===== config.mk =====
export PLATFORM = sky130hd
export DESIGN_NAME = usb_line_ctrl
export DESIGN_NICKNAME = d
export VERILOG_FILES = /design/src/rtl/usb_line_pkg.sv /design/src/rtl/usb_line_sync.sv /design/src/rtl/usb_line_ctrl.sv
export SDC_FILE = /design/constraint.sdc
export NUM_CORES = 1
export LEC_CHECK = 0
export ABC_AREA = 1
export BUFFER_PORTS_ARGS = -buffer_cell sky130_fd_sc_hd__clkbuf_2
export CORE_MARGIN = 8
export CORE_UTILIZATION = 50
export CTS_BUF_LIST = sky130_fd_sc_hd__clkbuf_16
export CTS_CLUSTER_DIAMETER = 120
export DETAILED_ROUTE_END_ITERATION = 12
export GPL_TIMING_DRIVEN = 0
export PLACE_DENSITY = 0.67
export SYNTH_ARGS = -nofsm -noshare
export SYNTH_HDL_FRONTEND = slang
export SYNTH_SLANG_ARGS = --single-unit

===== constraint.sdc =====
create_clock -name i_clk -period 4.2 [get_ports i_clk]
set_input_delay 0 -clock i_clk [delete_from_list [all_inputs] [get_ports i_clk]]
set_output_delay 0 -clock i_clk [all_outputs]
set_load 0.03 [all_outputs]

===== src/rtl/usb_line_pkg.sv =====
// usb_line_pkg: shared state encoding and default timing for the USB line controller.
// Timing constants assume a 15 MHz sampling clock.
package usb_line_pkg;

    typedef enum logic [2:0] {
        ST_DETACHED    = 3'd0,
        ST_ATTACH_WAIT = 3'd1,
        ST_ACTIVE      = 3'd2,
        ST_SUSPEND     = 3'd3,
        ST_WAKEUP      = 3'd4
    } line_state_e;

    localparam int DEF_ATTACH_CYC  = 15000;
    localparam int DEF_RESET_CYC   = 38;
    localparam int DEF_SUSPEND_CYC = 45000;
    localparam int DEF_WAKE_K_CYC  = 150000;

    function automatic int max4(int a, int b, int c, int d);
        int m;
        m = a;
        if (b > m) m = b;
        if (c > m) m = c;
        if (d > m) m = d;
        return m;
    endfunction

endpackage


===== src/rtl/usb_line_sync.sv =====
// usb_line_sync: two-flop synchronizer for the raw receive line state.
// Resets to idle J with SE0 low.
module usb_line_sync (
    input  logic i_clk,
    input  logic i_rst_n,
    input  logic i_j_not_k,
    input  logic i_se0,
    output logic o_j_not_k,
    output logic o_se0
);
    logic [1:0] r_j;
    logic [1:0] r_se0;

    always_ff @(posedge i_clk or negedge i_rst_n) begin
        if (!i_rst_n) begin
            r_j   <= 2'b11;
            r_se0 <= 2'b00;
        end else begin
            r_j   <= {r_j[0], i_j_not_k};
            r_se0 <= {r_se0[0], i_se0};
        end
    end

    assign o_j_not_k = r_j[1];
    assign o_se0     = r_se0[1];
endmodule


===== src/rtl/usb_line_ctrl.sv =====
// usb_line_ctrl: USB device line-state controller (attach, bus reset, suspend).
// Define USB_REMOTE_WAKEUP_EN to add the remote-wakeup K drive from suspend.
module usb_line_ctrl
    import usb_line_pkg::*;
#(
    parameter int ATTACH_CYC  = DEF_ATTACH_CYC,
    parameter int RESET_CYC   = DEF_RESET_CYC,
    parameter int SUSPEND_CYC = DEF_SUSPEND_CYC,
    parameter int WAKE_K_CYC  = DEF_WAKE_K_CYC
) (
    input  logic       i_clk,
    input  logic       i_rst_n,
    input  logic       i_enable,
    input  logic       i_usb_j_not_k,
    input  logic       i_usb_se0,
    input  logic       i_tx_oe,
    input  logic       i_tx_j_not_k,
    input  logic       i_tx_se0,
    input  logic       i_wakeup_req,
    output logic       o_usb_oe,
    output logic       o_usb_j_not_k,
    output logic       o_usb_se0,
    output logic       o_usb_attach,
    output logic       o_tx_grant,
    output logic       o_bus_reset,
    output logic       o_suspended,
    output logic [2:0] o_state
);
    localparam int CW =
        $clog2(max4(ATTACH_CYC, RESET_CYC, SUSPEND_CYC, WAKE_K_CYC)) + 1;

    typedef logic [CW-1:0] cnt_t;
    localparam cnt_t CNT_MAX = '1;

    logic        w_j;
    logic        w_se0;
    line_state_e r_state;
    line_state_e w_next;
    cnt_t        r_cnt;
    cnt_t        r_se0_cnt;
    cnt_t        r_idle_cnt;
    logic        r_bus_reset;
    logic        w_line_idle;
    logic        w_watch_se0;
    logic        w_se0_run;
    logic        w_se0_hit;
    logic        w_idle_done;
    logic        w_attach_done;
    logic        w_resume;

    usb_line_sync u_sync (
        .i_clk     (i_clk),
        .i_rst_n   (i_rst_n),
        .i_j_not_k (i_usb_j_not_k),
        .i_se0     (i_usb_se0),
        .o_j_not_k (w_j),
        .o_se0     (w_se0)
    );

    // Our own transmit echo must never look like idle J or a host reset.
    assign w_line_idle   = w_j && !w_se0 && !i_tx_oe;
    assign w_watch_se0   = i_enable &&
                           (r_state == ST_ACTIVE || r_state == ST_SUSPEND);
    assign w_se0_run     = w_watch_se0 && w_se0 && !i_tx_oe;
    assign w_se0_hit     = w_se0_run && (r_se0_cnt == cnt_t'(RESET_CYC - 1));
    assign w_idle_done   = w_line_idle &&
                           (r_idle_cnt == cnt_t'(SUSPEND_CYC - 1));
    assign w_attach_done = (r_cnt == cnt_t'(ATTACH_CYC - 1));
    assign w_resume      = !w_j || w_se0;

`ifdef USB_REMOTE_WAKEUP_EN
    logic w_wake_done;
    assign w_wake_done = (r_cnt == cnt_t'(WAKE_K_CYC - 1));
`else
    logic w_unused_wake;
    assign w_unused_wake = i_wakeup_req;
`endif

    always_comb begin
        w_next = r_state;
        if (!i_enable) begin
            w_next = ST_DETACHED;
        end else begin
            unique case (r_state)
                ST_DETACHED:    w_next = ST_ATTACH_WAIT;
                ST_ATTACH_WAIT: if (w_attach_done) w_next = ST_ACTIVE;
                ST_ACTIVE:      if (w_idle_done) w_next = ST_SUSPEND;
                ST_SUSPEND: begin
                    if (w_resume) w_next = ST_ACTIVE;
`ifdef USB_REMOTE_WAKEUP_EN
                    else if (i_wakeup_req) w_next = ST_WAKEUP;
`endif
                end
`ifdef USB_REMOTE_WAKEUP_EN
                ST_WAKEUP:      if (w_wake_done) w_next = ST_ACTIVE;
`else
                ST_WAKEUP:      w_next = ST_ACTIVE;
`endif
                default:        w_next = ST_DETACHED;
            endcase
        end
    end

    always_ff @(posedge i_clk or negedge i_rst_n) begin
        if (!i_rst_n) r_state <= ST_DETACHED;
        else          r_state <= w_next;
    end

    always_ff @(posedge i_clk or negedge i_rst_n) begin
        if (!i_rst_n) begin
            r_cnt       <= '0;
            r_se0_cnt   <= '0;
            r_idle_cnt  <= '0;
            r_bus_reset <= 1'b0;
        end else begin
            if (w_next != r_state)   r_cnt <= '0;
            else if (r_cnt != CNT_MAX) r_cnt <= r_cnt + 1'b1;

            // SE0 run survives the SUSPEND->ACTIVE hop so resume-by-reset still pulses.
            if (!w_se0_run)                r_se0_cnt <= '0;
            else if (r_se0_cnt != CNT_MAX) r_se0_cnt <= r_se0_cnt + 1'b1;

            if (!(i_enable && r_state == ST_ACTIVE && w_line_idle))
                r_idle_cnt <= '0;
            else if (r_idle_cnt != CNT_MAX)
                r_idle_cnt <= r_idle_cnt + 1'b1;

            r_bus_reset <= w_se0_hit;
        end
    end

    always_comb begin
        o_usb_oe      = 1'b0;
        o_usb_j_not_k = 1'b1;
        o_usb_se0     = 1'b0;
        o_tx_grant    = 1'b0;
        unique case (r_state)
            ST_ACTIVE: begin
                o_tx_grant    = 1'b1;
                o_usb_oe      = i_tx_oe;
                o_usb_j_not_k = i_tx_j_not_k;
                o_usb_se0     = i_tx_se0;
            end
            ST_WAKEUP: begin
                o_usb_oe      = 1'b1;
                o_usb_j_not_k = 1'b0;
            end
            default: ;
        endcase
    end

    assign o_usb_attach = (r_state != ST_DETACHED);
    assign o_suspended  = (r_state == ST_SUSPEND);
    assign o_bus_reset  = r_bus_reset;
    assign o_state      = r_state;
endmodule


==> results.cfg <==
[clock_network]
clock-sinks = 65
cts_buffers = 9
cts_buffer_depth = 2
cts_setup_buffers = 0
ctsHoldBuffers = 4
htree_levels = 3
postCtsResizedCells = 0
cts_tree = done
clkLatencyLatePin_ps = 330
path_clk_slew_ps = 60
clockRootBuffer = clkbuf_16

[setup_path]
worst_ep_arrival_time_ps = 2260
regToRegSetupSlack_ps = 2140
reg2regPathDepth = 8
worst-path-max-fanout = 10
reg2reg_from = r_idle_cnt[0]
required_ps = 4400
startpoint = r_idle_cnt[0]
crit_path_end_kind = flip-flop
crit_type = reg -> reg
r2r_end = r_idle_cnt[0]
cp-start-kind = flip-flop

[route]
dr.pass1.iters = 6
vias_per_cell = 5.21
ant_nets = 0
drc_errors = 0
vias = 3269
drt_iter0_drc = 146
wirelength_mm = 8.28
wire_per_inst_um = 13.2

[synthesis]
yosys_warnings = 0
synth_edf_count = 0
yosysTopAreaCellShare = 0.426
yosysSeqAreaShare = 0.440
yosysMostFrequentCell = nand2_1
synth.largest_area_cell = dfrtp_1
synthArstFlopShare = 1.00
synthFlopType = dfrtp_1
avgSynthCellArea_um2 = 7.56
synth_cells = 490
ys_top_cells_by_area = dfrtp_1 (43%), nand2_1 (9.4%), inv_1 (6.8%), nor2_1 (6.5%), nand3_1 (5.3%)
syn_area_mm2 = 0.00370
syn-num-nets = 503
ys_seq_elements = 65
ys_types = 38
synthTopCellsByCount = nand2_1 (93), inv_1 (67), nor2_1 (64)

[finish]
drive_gt1_frac = 0.152
nets = 536
area_growth_pct = 15.3
fin_util = 0.592
diodes = 0

[die]
ioPinCount = 19
die_w_um = 102
core-area_mm2 = 0.00721
fp-row-count = 31
start_util = 0.514
die_area_mm2 = 0.0104
fp.dieH_um = 102

[run_status]
status = finished, final reports clean

[hold_path]
hold_start = i_tx_oe
holdPathStages = 4
min_path_type = in -> reg
hold_end = r_se0_cnt[4]

[pwr]
seq_power_share = 0.442
p_leak_nw = 1.82
p_sw_w = 0.000336
peakVddDrop_mv = 0.220
clockPowerShare = 0.501
p_int_w = 0.00111
power_w = 0.00145
pwr-share-comb = 0.056
p_per_area_mw_per_mm2 = 339
sw_frac_of_total = 0.232

[placement]
dp_slack_ps = 2140
port_buffers = 17
place_congestion = 0.922
hpwl_mm = 6.12

[global_routing]
grt_pass1_vias = 3290
globalRoute.totalOverflow = 0
grt.total_usage = 0.180
grt_antenna_before_repair = 0
grt_max_degree = 49
grt_pass1_wl_mm = 14.9

[sta]
setup_tns_ps = 0
rsz0062_at_grt = no
skew_ps = 8.14
slew_headroom = 0.440
period_needed_ps = 2060
timing.final.crit_share = 0.490
setup_violations = 0
fmax_ghz = 0.486
tightest_slew_ps = 833
hold_viol_final = 0
slew_viol_final = 0
setup_slack_ps = 2140

[run]
cap_violations = 0
## state kept, by name, summed over array words and instances, names as in the netlist
name and cells:
r_cnt 19, o_bus_reset 1, u_sync.r_j 2, u_sync.r_se0 2
o_state 3, r_se0_cnt 19, r_idle_cnt 19
## worst max path at each step
stage / endpoint / slack (ps)
after floorplan: r_cnt[4] / 2310
after global placement: r_se0_cnt[13] / 2130
after detailed placement: r_se0_cnt[13] / 2140
after CTS: r_se0_cnt[13] / 2130
after global routing: r_idle_cnt[0] / 1850
final: r_idle_cnt[0] / 2140
## critical path, stage by stage, from the launching register on
cell and delay [ps]:
dfrtp_1 410, ha_1 270, nand3_1 180, inv_1 160
nand2_1 80, nor4_2 320, nand3_2 280, nand3_1 140
o21ai_0 90
## cells by family after synthesis
group           after synthesis  share of synthesized area
fa+ha+maj                     4                     0.0135
compound gates               57                     0.0817
other cells                   1                    0.00101
buf+inv                      79                     0.0831
xor+xnor                     14                     0.0331
simple gates                269                      0.345
mux                           1                    0.00270
flops                        65                      0.440
## cell usage in the layout, fill, tap and decap left out, types with 4 or more instances in the layout
cell type      count
a21oi_1           20
clkbuf_16          9
clkbuf_2          16
dfrtp_1           63
dlygate4sd3_1      4
ha_1               4
inv_1             68
inv_2              7
nand2_1           93
nand3_1           39
nand4_1           14
nor2_1            64
nor2_2            20
nor3_1            16
nor4_1             5
o21ai_0           28
xnor2_1            4
xor2_1            10
## power by group through the flow
stage	clock [W]	sequential (W)	combinational, W
final	0.000726	0.000640	0.0000816
after global routing	0.000769	0.000641	0.0000910
after CTS	0.000739	0.000640	0.0000835
after detailed placement	0	0.000651	0.0000803
after global placement	0	0.000651	0.0000750
after floorplan	0	0.000654	0.0000421
## per-stage QoR
| step | instances | area [um2] | hold WS [ps] |
|---|---|---|---|
| finish | 627 | 4270 | 66.1 |
| global route | 627 | 4270 | 86.9 |
| CTS | 627 | 4270 | 58.5 |
| detailed placement | 607 | 3940 | -66.6 |
| global placement | 606 | 3910 | 88.2 |
| floorplan | 490 | 3700 | -296 |
## layer usage
| layer | up-vias | global-route usage | share of wire |
|---|---|---|---|
| met2 | 78 | 0.292 | 0.47 |
| met5 | - | 0 | 0 |
| li1 | 1651 | - | - |
| met3 | 13 | 0.0272 | 0.043 |
| met1 | 1527 | 0.232 | 0.47 |
| met4 | 0 | 0.0779 | 0.020 |
## area by class of cell
type | instances | area (um2)
Buffer | 4 | 26.3
Clock buffer | 9 | 225
Clock inverter | 7 | 63.8
Fill cell | 671 | 2940
Inverter | 75 | 282
Multi-Input combinational cell | 346 | 1770
Sequential cell | 65 | 1630
Tap cell | 99 | 124
Timing Repair Buffer | 22 | 155
(Power assumes the default switching activity.)
